## config.mk

```make
export PLATFORM = sky130hd
export DESIGN_NAME = mem_requester
export DESIGN_NICKNAME = d
export VERILOG_FILES = /design/src/rtl/mem_req_pkg.sv /design/src/rtl/mem_lane_align.sv /design/src/rtl/mem_requester.sv
export SDC_FILE = /design/constraint.sdc
export NUM_CORES = 1
export LEC_CHECK = 0
export CAP_MARGIN = 20
export CORE_UTILIZATION = 45
export CTS_CLUSTER_DIAMETER = 50
export DETAILED_ROUTE_END_ITERATION = 16
export PLACE_DENSITY_LB_ADDON = 0.08
export SKIP_CTS_REPAIR_TIMING = 1
export SYNTH_ARGS = -nofsm -noshare
export SYNTH_HDL_FRONTEND = slang
export SYNTH_SLANG_ARGS = --single-unit
```

## constraint.sdc

```tcl
create_clock -name clk -period 3.1 [get_ports clk]
set_input_delay 0.93 -clock clk [delete_from_list [all_inputs] [get_ports clk]]
set_output_delay 0.93 -clock clk [all_outputs]
set_load 0.02 [all_outputs]
```

## src/rtl/mem_req_pkg.sv

```systemverilog
// Shared types and defaults for the data-memory requester.
package mem_req_pkg;

    typedef enum logic [1:0] {
        SIZE_BYTE = 2'd0,
        SIZE_HALF = 2'd1,
        SIZE_WORD = 2'd2
    } size_e;

    typedef enum logic [2:0] {
        IDLE,
        READ,
        WRITE,
        RMW_READ,
        RMW_WRITE,
        RESP
    } state_e;

    localparam int unsigned DEFAULT_MEM_WORDS      = 655360;
    localparam int unsigned DEFAULT_TIMEOUT_CYCLES = 64;

endpackage

```

## src/rtl/mem_lane_align.sv

```systemverilog
// Lane extraction/extension for loads and lane merge for sub-word stores.
import mem_req_pkg::*;

module mem_lane_align (
    input  logic [31:0] rdata,
    input  logic [1:0]  lane,
    input  size_e       size,
    input  logic        sgn,
    input  logic [31:0] wdata,
    output logic [31:0] load_data,
    output logic [31:0] merged
);

    logic [7:0]  byte_v;
    logic [15:0] half_v;

    always_comb begin
        byte_v    = rdata[{lane, 3'b000} +: 8];
        half_v    = rdata[{lane[1], 4'b0000} +: 16];
        load_data = rdata;
        merged    = wdata;
        case (size)
            SIZE_BYTE: begin
                load_data = {{24{sgn & byte_v[7]}}, byte_v};
                merged    = rdata;
                merged[{lane, 3'b000} +: 8] = wdata[7:0];
            end
            SIZE_HALF: begin
                load_data = {{16{sgn & half_v[15]}}, half_v};
                merged    = rdata;
                merged[{lane[1], 4'b0000} +: 16] = wdata[15:0];
            end
            default: begin
                load_data = rdata;
                merged    = wdata;
            end
        endcase
    end

endmodule

```

## src/rtl/mem_requester.sv

```systemverilog
// Load/store initiator for the BRAM-backed data memory: one request at a time,
// read-modify-write for sub-word stores, single-cycle response with error flag.
import mem_req_pkg::*;

module mem_requester #(
    parameter int unsigned MEM_WORDS      = DEFAULT_MEM_WORDS,
    parameter int unsigned TIMEOUT_CYCLES = DEFAULT_TIMEOUT_CYCLES
) (
    input  logic        clk,
    input  logic        reset,
    input  logic        req_valid,
    output logic        req_ready,
    input  logic        req_write,
    input  logic [1:0]  req_size,
    input  logic        req_signed,
    input  logic [31:0] req_addr,
    input  logic [31:0] req_wdata,
    output logic        resp_valid,
    output logic [31:0] resp_rdata,
    output logic        resp_error,
    output logic        bus_fault,
    output logic [31:0] mem_in_addr,
    output logic [31:0] mem_in_data,
    output logic        mem_in_valid,
    input  logic        mem_in_ready,
    output logic [31:0] mem_out_addr,
    output logic        mem_out_valid,
    input  logic [31:0] mem_out_data,
    input  logic        mem_out_ready,
    input  logic        mem_addr_error
);

    localparam int unsigned TW     = $clog2(TIMEOUT_CYCLES) + 1;
    localparam logic [TW-1:0] T_LAST = TW'(TIMEOUT_CYCLES - 1);

    state_e        state;
    logic [1:0]    lane_q;
    size_e         size_q;
    logic          signed_q;
    logic [31:0]   wdata_q;
    logic [TW-1:0] tcnt;
    logic          req_err;
    logic [31:0]   load_ext;
    logic [31:0]   merged;

    always_comb begin
        req_err = 1'b0;
        if (req_size == 2'd3)                              req_err = 1'b1;
        if (req_size == SIZE_HALF && req_addr[0])          req_err = 1'b1;
        if (req_size == SIZE_WORD && req_addr[1:0] != 2'b00) req_err = 1'b1;
        if ({2'b00, req_addr[31:2]} >= MEM_WORDS)          req_err = 1'b1;
    end

    mem_lane_align u_align (
        .rdata     (mem_out_data),
        .lane      (lane_q),
        .size      (size_q),
        .sgn       (signed_q),
        .wdata     (wdata_q),
        .load_data (load_ext),
        .merged    (merged)
    );

    always_ff @(posedge clk) begin
        if (reset) begin
            state         <= IDLE;
            req_ready     <= 1'b1;
            resp_valid    <= 1'b0;
            resp_rdata    <= '0;
            resp_error    <= 1'b0;
            bus_fault     <= 1'b0;
            mem_in_addr   <= '0;
            mem_in_data   <= '0;
            mem_in_valid  <= 1'b0;
            mem_out_addr  <= '0;
            mem_out_valid <= 1'b0;
            lane_q        <= '0;
            size_q        <= SIZE_BYTE;
            signed_q      <= 1'b0;
            wdata_q       <= '0;
            tcnt          <= '0;
        end else begin
            resp_valid <= 1'b0;
            if (mem_addr_error) bus_fault <= 1'b1;
            case (state)
                IDLE: begin
                    if (req_valid) begin
                        req_ready <= 1'b0;
                        tcnt      <= '0;
                        if (req_err) begin
                            state      <= RESP;
                            resp_valid <= 1'b1;
                            resp_error <= 1'b1;
                            resp_rdata <= '0;
                            bus_fault  <= 1'b1;
                        end else begin
                            lane_q       <= req_addr[1:0];
                            size_q       <= size_e'(req_size);
                            signed_q     <= req_signed;
                            wdata_q      <= req_wdata;
                            mem_in_addr  <= {req_addr[31:2], 2'b00};
                            mem_out_addr <= {req_addr[31:2], 2'b00};
                            if (!req_write) begin
                                state         <= READ;
                                mem_out_valid <= 1'b1;
                            end else if (req_size == SIZE_WORD) begin
                                state        <= WRITE;
                                mem_in_valid <= 1'b1;
                                mem_in_data  <= req_wdata;
                            end else begin
                                state         <= RMW_READ;
                                mem_out_valid <= 1'b1;
                            end
                        end
                    end
                end
                READ, RMW_READ: begin
                    if (mem_out_ready) begin
                        mem_out_valid <= 1'b0;
                        tcnt          <= '0;
                        if (state == READ) begin
                            state      <= RESP;
                            resp_valid <= 1'b1;
                            resp_error <= 1'b0;
                            resp_rdata <= load_ext;
                        end else begin
                            // write valid stays low here, giving the one idle cycle between phases
                            state       <= RMW_WRITE;
                            mem_in_data <= merged;
                        end
                    end else if (tcnt == T_LAST) begin
                        mem_out_valid <= 1'b0;
                        state         <= RESP;
                        resp_valid    <= 1'b1;
                        resp_error    <= 1'b1;
                        resp_rdata    <= '0;
                        bus_fault     <= 1'b1;
                    end else begin
                        tcnt <= tcnt + TW'(1);
                    end
                end
                WRITE, RMW_WRITE: begin
                    if (!mem_in_valid) begin
                        mem_in_valid <= 1'b1;
                    end else if (mem_in_ready) begin
                        mem_in_valid <= 1'b0;
                        state        <= RESP;
                        resp_valid   <= 1'b1;
                        resp_error   <= 1'b0;
                        resp_rdata   <= '0;
                    end else if (tcnt == T_LAST) begin
                        mem_in_valid <= 1'b0;
                        state        <= RESP;
                        resp_valid   <= 1'b1;
                        resp_error   <= 1'b1;
                        resp_rdata   <= '0;
                        bus_fault    <= 1'b1;
                    end else begin
                        tcnt <= tcnt + TW'(1);
                    end
                end
                RESP: begin
                    state     <= IDLE;
                    req_ready <= 1'b1;
                end
                default: begin
                    state     <= IDLE;
                    req_ready <= 1'b1;
                end
            endcase
        end
    end

endmodule
```

==> flow_summary_export.csv, run 1 <==
group,metric,value,unit
die,die_y,131,um
clocking,cts.htree.levels,4,
placement,io_buffer_count,235,
synthesis,synthMuxAreaShare,1.57,%
synthesis,synth_area_leader_cell,"dfxtp_1",
cells_and_area,antennaDiodeCount,0,
synthesis,synth_area_per_cell,8.26,um^2
placement,dp_hpwl,18000,um
clocking,ctsLongestPathBuffers,2,
synthesis,synth_compound_area_share,30.0,%
sta,post-route-period-util,91.5,%
power,p_per_area,507,nW/um^2
die,io_pins,240,
grt,track_usage,29.1,%
worst_setup_path,end_kind,"flip-flop",
detailed_routing,wirelength,25300,um
worst_setup_path,startpoint_type,"input pin",
placement,post-place-ws,-0.0761,ns
clocking,cts_tree,"done",
cells_and_area,finalCoreUtilization,65.4,%
sta,rsz0062_at_grt,"false",
synthesis,synthArstFlopShare,0,%
sta,setup_viol,0,
die,start_util,46.7,%
flow_run,maxCapViolCount,0,
worst_setup_path,cp_slowest_cell,"o2bb2ai_4",
worst_setup_path,crit_chain,"clkdlybuf4s50_1, a21boi_0, a2111oi_2, a21oi_2, o2bb2ai_4, a22o_1",
worst_setup_path,arrival,3.21,ns
clocking,insertion_delay,0.43,ns
synthesis,synth-seq-cells,147,
sta,relSlewSlack,46.7,%
synthesis,synthCells,908,
sta,skew,0.0141,ns
sta,fmax,0.352,GHz
placement,gp_congestion,0.911,
grt,antenna_found_initial,0,
synthesis,yosys.area_share.simple,19.0,%
clocking,cts_made_buffers,17,
detailed_routing,drtIter0Drc,712,
detailed_routing,routed-via-count,7725,
synthesis,synth_cell_types,74,
synthesis,synth-warning-count,0,
synthesis,synth-main-ff-cell,"dfxtp_1",
detailed_routing,wl_per_cell,19.3,um
die,num_rows,46,
synthesis,synth_edf_count,0,
sta,period_needed,2.84,ns
cells_and_area,layout-drive-gt1-share,9.27,%
worst_setup_path,cp.required,3.47,ns
worst_setup_path,slowest_delay,0.62,ns
detailed_routing,drt-pass1-iter-count,6,
detailed_routing,viasPerCell,5.87,
die,die_area,17200,um^2
clocking,root_buffer,"clkbuf_16",
grt,grt_pass1_vias,7212,
die,coreArea,16100,um^2
cells_and_area,syn_to_final_growth,40.0,%
synthesis,ys_top_cells_by_count,"nand2_1 (159), dfxtp_1 (147), a21oi_1 (106)",
sta,tightest_slew,0.798,ns
status,status,"completed",
synthesis,synth_top_family_by_area,"compound AO/OA/AOI/OAI gates",
sta,finalWorstSetupSlack,0.262,ns
clocking,cts_sinks,147,
synthesis,ys_top_cells_by_area,"dfxtp_1 (39%), nand2_1 (8.0%), a21oi_1 (7.1%)",
grt,grt_pass1_wl,39700,um
power,cellLeakagePower,3.77,nW
worst_setup_path,critPathKind,"input pin to flip-flop",
hold_path,holdCritPathClass,"flip-flop to flip-flop",
cells_and_area,nNetsFinal,1199,
synthesis,synth_xor_area_share,0.233,%
sta,finalHoldViolCount,0,
synthesis,synth_top_area_share,39.2,%
cells_and_area,fillers,1377,
grt,grt_start_max_net_pins,70,
worst_setup_path,path_max_fanout,27,
synthesis,synth.most_common_cell,"nand2_1",
grt,grt-ovfl-total,0,
synthesis,synth_fa_ha_area_share,1.00,%
die,die-width,131,um
detailed_routing,ant_nets,0,
sta,slew_viol_final,0,
clocking,clk_pin_slew,0.06,ns
power,ir_drop,473,uV
synthesis,syn-cell-area,7500,um^2
detailed_routing,route.detailed.drc,0,
synthesis,ys_seq_area_share,39.2,%
[flip-flops by register name, summed over array words and instances (netlist names)]
name	flops
bus_fault	1
lane_q	2
mem_in_addr	30
mem_in_data	32
mem_in_valid	1
mem_out_valid	1
req_ready	1
resp_error	1
resp_rdata	32
resp_valid	1
signed_q	1
size_q	2
state	3
tcnt	7
wdata_q	32
[critical path: cells and delay by family]
family | cells | cell delay, ns
buffers and inverters | 1 | 0.55
AO/OA/AOI/OAI | 5 | 1.70
[final timing paths]
kind,start,slack [ns],end,cells past startpoint
max,mem_out_ready,0.26,resp_rdata[29],6
min,tcnt[6],0.45,tcnt[6],2
max reg2reg,state[1],0.50,resp_rdata[29],5
min reg2reg,tcnt[6],0.45,tcnt[6],2
[cell usage in the layout, fill, tap and decap left out, types with 7 or more instances in the layout]
master / netlist / final
clkbuf_16: 0 / 17
dfxtp_1: 147 / 147
and3_1: 13 / 12
nand2b_1: 10 / 10
a221oi_1: 8 / 8
o2111ai_1: 18 / 18
o41ai_2: 9 / 9
nand3_1: 8 / 7
o22ai_1: 8 / 8
buf_4: 34 / 35
nor3_1: 13 / 12
a21oi_1: 106 / 106
nand4_1: 23 / 23
nor2_1: 35 / 34
inv_1: 14 / 14
a221o_1: 26 / 26
clkdlybuf4s50_1: 0 / 234
o211ai_1: 17 / 17
a22o_1: 20 / 20
o21ai_0: 46 / 46
nand2_1: 159 / 159
[cell families after synthesis]
kind of cell    Yosys count
simple gates            297
fa+ha+maj                 6
compound gates          314
buf+inv                 132
other cells               1
mux                       9
flops                   147
xor+xnor                  2
[final cells by class]
cell class,instances,area (um^2),area share (%)
clock buffer,20,467,4.44
clock inverter,12,153,1.45
inverter,15,56.3,0.536
multi-input combinational,632,3920,37.4
sequential,147,2940,28.0
tap,216,270,2.57
timing repair buffer,274,2690,25.6
[stage by stage]
stage	cells	area [um^2]	hold WS, ns	setup TNS [ns]	power (W)
2_1_floorplan	911	7510	0.419	0	0.00272
3_3_place_gp	1283	9880	0.428	-1.01	0.00318
3_5_place_dp	1283	9880	0.440	-1.45	0.00317
4_1_cts	1315	10500	0.451	0	0.00533
5_1_grt	1316	10500	0.469	0	0.00552
6_report	1316	10500	0.451	0	0.00532
[power breakdown]
part	total (W)	switching, W	internal, W
Clock	0.00217	0.000835	0.00133
Combinational	0.00113	0.000653	0.000476
Sequential	0.00203	0.0000887	0.00194
Total	0.00532	0.00158	0.00375
[layer usage]
layer	share of wire [%]	wire [um]	GRT usage (%)	vias to the layer above
met2	47	12000	46.5	399
li1	-	-	-	3663
met3	8.6	2180	5.40	56
met4	2.2	563	9.87	0
met5	0	0	0	-
met1	42	10600	39.2	3607
(Power assumes the default switching activity.)
==> inputs of run 2 (changes only) <==
--- a/config.mk
+++ b/config.mk
@@ -6,7 +6,7 @@
 export NUM_CORES = 1
 export LEC_CHECK = 0
 export CAP_MARGIN = 20
-export CORE_UTILIZATION = 45
+export CORE_UTILIZATION = 42
 export CTS_CLUSTER_DIAMETER = 50
 export DETAILED_ROUTE_END_ITERATION = 16
 export PLACE_DENSITY_LB_ADDON = 0.08
==> constraint.sdc (replaced) <==
create_clock -name clk -period 2.3 [get_ports clk]
set_input_delay 0.69 -clock clk [delete_from_list [all_inputs] [get_ports clk]]
set_output_delay 0.69 -clock clk [all_outputs]
set_load 0.02 [all_outputs]
==> flow_summary_export.csv, run 2 (synthesized netlist as in run 1, its figures left out) <==
group,metric,value,unit
hold_path,min_from,"tcnt[6]",
hold_path,holdPathStages,2,
worst_setup_path,r2r_slack,0.15,ns
worst_setup_path,arrival,2.54,ns
grt,grt_start_max_net_pins,38,
detailed_routing,ant_nets,0,
worst_setup_path,startpoint_type,"input pin",
status,status,"completed",
placement,gp_congestion,0.891,
detailed_routing,routed-via-count,7903,
worst_setup_path,end_kind,"flip-flop",
clocking,cts_sinks,147,
die,die_y,136,um
detailed_routing,route.detailed.drc,0,
cells_and_area,syn_to_final_growth,47.4,%
power,power.internal,0.00545,W
clocking,root_buffer,"clkbuf_16",
cells_and_area,nNetsFinal,1244,
sta,finalHoldViolCount,0,
detailed_routing,wl_per_cell,18.8,um
placement,dp_hpwl,19300,um
die,coreArea,17400,um^2
worst_setup_path,cp.required,2.62,ns
worst_setup_path,crit_buf_inv,2,
power,combPwrFrac,23.0,%
power,power.switching,0.00216,W
sta,period_needed,2.23,ns
worst_setup_path,crit_family,"compound AO/OA/AOI/OAI gates",
sta,setup_viol,0,
worst_setup_path,r2r_cells,6,
sta,whs,0.449,ns
cells_and_area,reg_top3,"mem_in_data x32, resp_rdata x32, wdata_q x32",
worst_setup_path,path_max_fanout,16,
sta,post-route-period-util,96.8,%
flow_run,maxCapViolCount,0,
worst_setup_path,reg2reg_from,"lane_q[0]",
power,p_sw_share,28.4,%
power,p_per_area,688,nW/um^2
worst_setup_path,slowest_delay,0.44,ns
grt,grt_pass1_wl,39800,um
worst_setup_path,critPathKind,"input pin to flip-flop",
detailed_routing,drtIter0Drc,631,
placement,io_buffer_count,235,
cells_and_area,layout-drive-gt1-share,13.8,%
detailed_routing,viasPerCell,5.77,
die,die_area,18400,um^2
clocking,insertion_delay,0.42,ns
cells_and_area,finalCoreUtilization,63.7,%
die,start_util,43.2,%
sta,skew,0.00380,ns
clocking,cts.htree.levels,4,
power,p_seq_share,35.8,%
hold_path,holdCritPathClass,"flip-flop to flip-flop",
worst_setup_path,cp_slowest_cell,"clkdlybuf4s50_1",
sta,relSlewSlack,55.9,%
hold_path,min_to,"tcnt[6]",
cells_and_area,antennaDiodeCount,0,
cells_and_area,fin_cells,1370,
detailed_routing,wirelength,25800,um
grt,grt-ovfl-total,0,
sta,setup_tns,0,ns
power,cellLeakagePower,4.10,nW
power,clkPwrFrac,41.2,%
clocking,cts_made_buffers,17,
worst_setup_path,reg2reg_to,"mem_in_data[0]",
sta,tightest_slew,0.661,ns
clocking,ctsLongestPathBuffers,2,
power,power,0.00761,W
sta,fmax,0.449,GHz
clocking,cts_tree,"done",
cells_and_area,layout_commonest_cell,"clkdlybuf4s50_1",
sta,slew_viol_final,0,
grt,antenna_found_initial,0,
die,die-width,136,um
clocking,clk_pin_slew,0.06,ns
detailed_routing,drt-pass1-iter-count,5,
cells_and_area,layout_common_cells,"clkdlybuf4s50_1 (231), nand2_1 (159), dfxtp_1 (146)",
grt,grt_pass1_vias,7222,
die,io_pins,240,
placement,dp.cells,1338,
power,ir_drop,552,uV
die,num_rows,48,
worst_setup_path,crit_chain,"clkdlybuf4s50_1, nor3_2, buf_4, o211ai_1, o21ai_4, nand2_8, o41ai_1",
grt,track_usage,28.2,%
[run 2: per-layer routing]
metal	up-vias	share of wire, %	track usage, %
li1	3754	-	-
met1	3726	44	38.0
met2	395	46	44.6
met3	28	8.8	5.95
met4	0	1.8	9.43
met5	-	0	0
[run 2: worst reg2reg max path, cell delays in order (launching register included)]
cell,delay (ns)
dfxtp_1,0.34
inv_1,0.09
ha_1,0.31
or4bb_1,0.53
a21oi_4,0.26
a221oi_1,0.16
o41ai_1,0.34
[run 2: per-stage QoR]
| stage | setup WS (ns) | area (um^2) |
|---|---|---|
| 2_1_floorplan | 0.0160 | 7530 |
| 3_3_place_gp | -0.478 | 10300 |
| 6_report | 0.0745 | 11100 |
| 4_1_cts | -0.103 | 11000 |
| 3_5_place_dp | -0.547 | 10300 |
| 5_1_grt | -0.00268 | 11100 |
[run 2: layout make-up]
type / instances / area [um^2]
flip-flops and latches: 147 / 2940
clock buffers: 21 / 470
repair buffers: 319 / 3120
clock inverters: 11 / 199
fillers: 1557 / 6300
inverters: 15 / 56.3
multi-input cells: 632 / 3990
well taps: 225 / 282
[run 2: worst max-delay path by stage]
| stage | end | from | slack (ns) | depth (start not counted) |
|---|---|---|---|---|
| global placement | resp_rdata[3] | req_size[0] | -0.48 | 8 |
| detailed placement | resp_rdata[1] | req_size[0] | -0.55 | 8 |
| global route | mem_in_data[3] | req_addr[22] | -0.003 | 7 |
| floorplan | mem_in_data[0] | lane_q[1] | 0.02 | 7 |
| finish | mem_in_data[0] | req_addr[1] | 0.07 | 7 |
| CTS | mem_in_data[2] | req_size[0] | -0.10 | 7 |
[run 2: power groups by stage]
stage          combinational (W)  sequential (W)  clock (W)
2_1_floorplan           0.000898         0.00277          0
3_3_place_gp             0.00172         0.00278          0
3_5_place_dp             0.00172         0.00278          0
4_1_cts                  0.00173         0.00272    0.00316
5_1_grt                  0.00187         0.00273    0.00329
6_report                 0.00175         0.00272    0.00314
==> inputs of run 3 (changes only) <==
--- a/config.mk
+++ b/config.mk
@@ -9,6 +9,7 @@
 export CORE_UTILIZATION = 42
 export CTS_CLUSTER_DIAMETER = 50
 export DETAILED_ROUTE_END_ITERATION = 16
+export GPL_ROUTABILITY_DRIVEN = 0
 export PLACE_DENSITY_LB_ADDON = 0.08
 export SKIP_CTS_REPAIR_TIMING = 1
 export SYNTH_ARGS = -nofsm -noshare
==> results of run 3 <==
Final layout, timing and power as in run 2 (identical DEF).
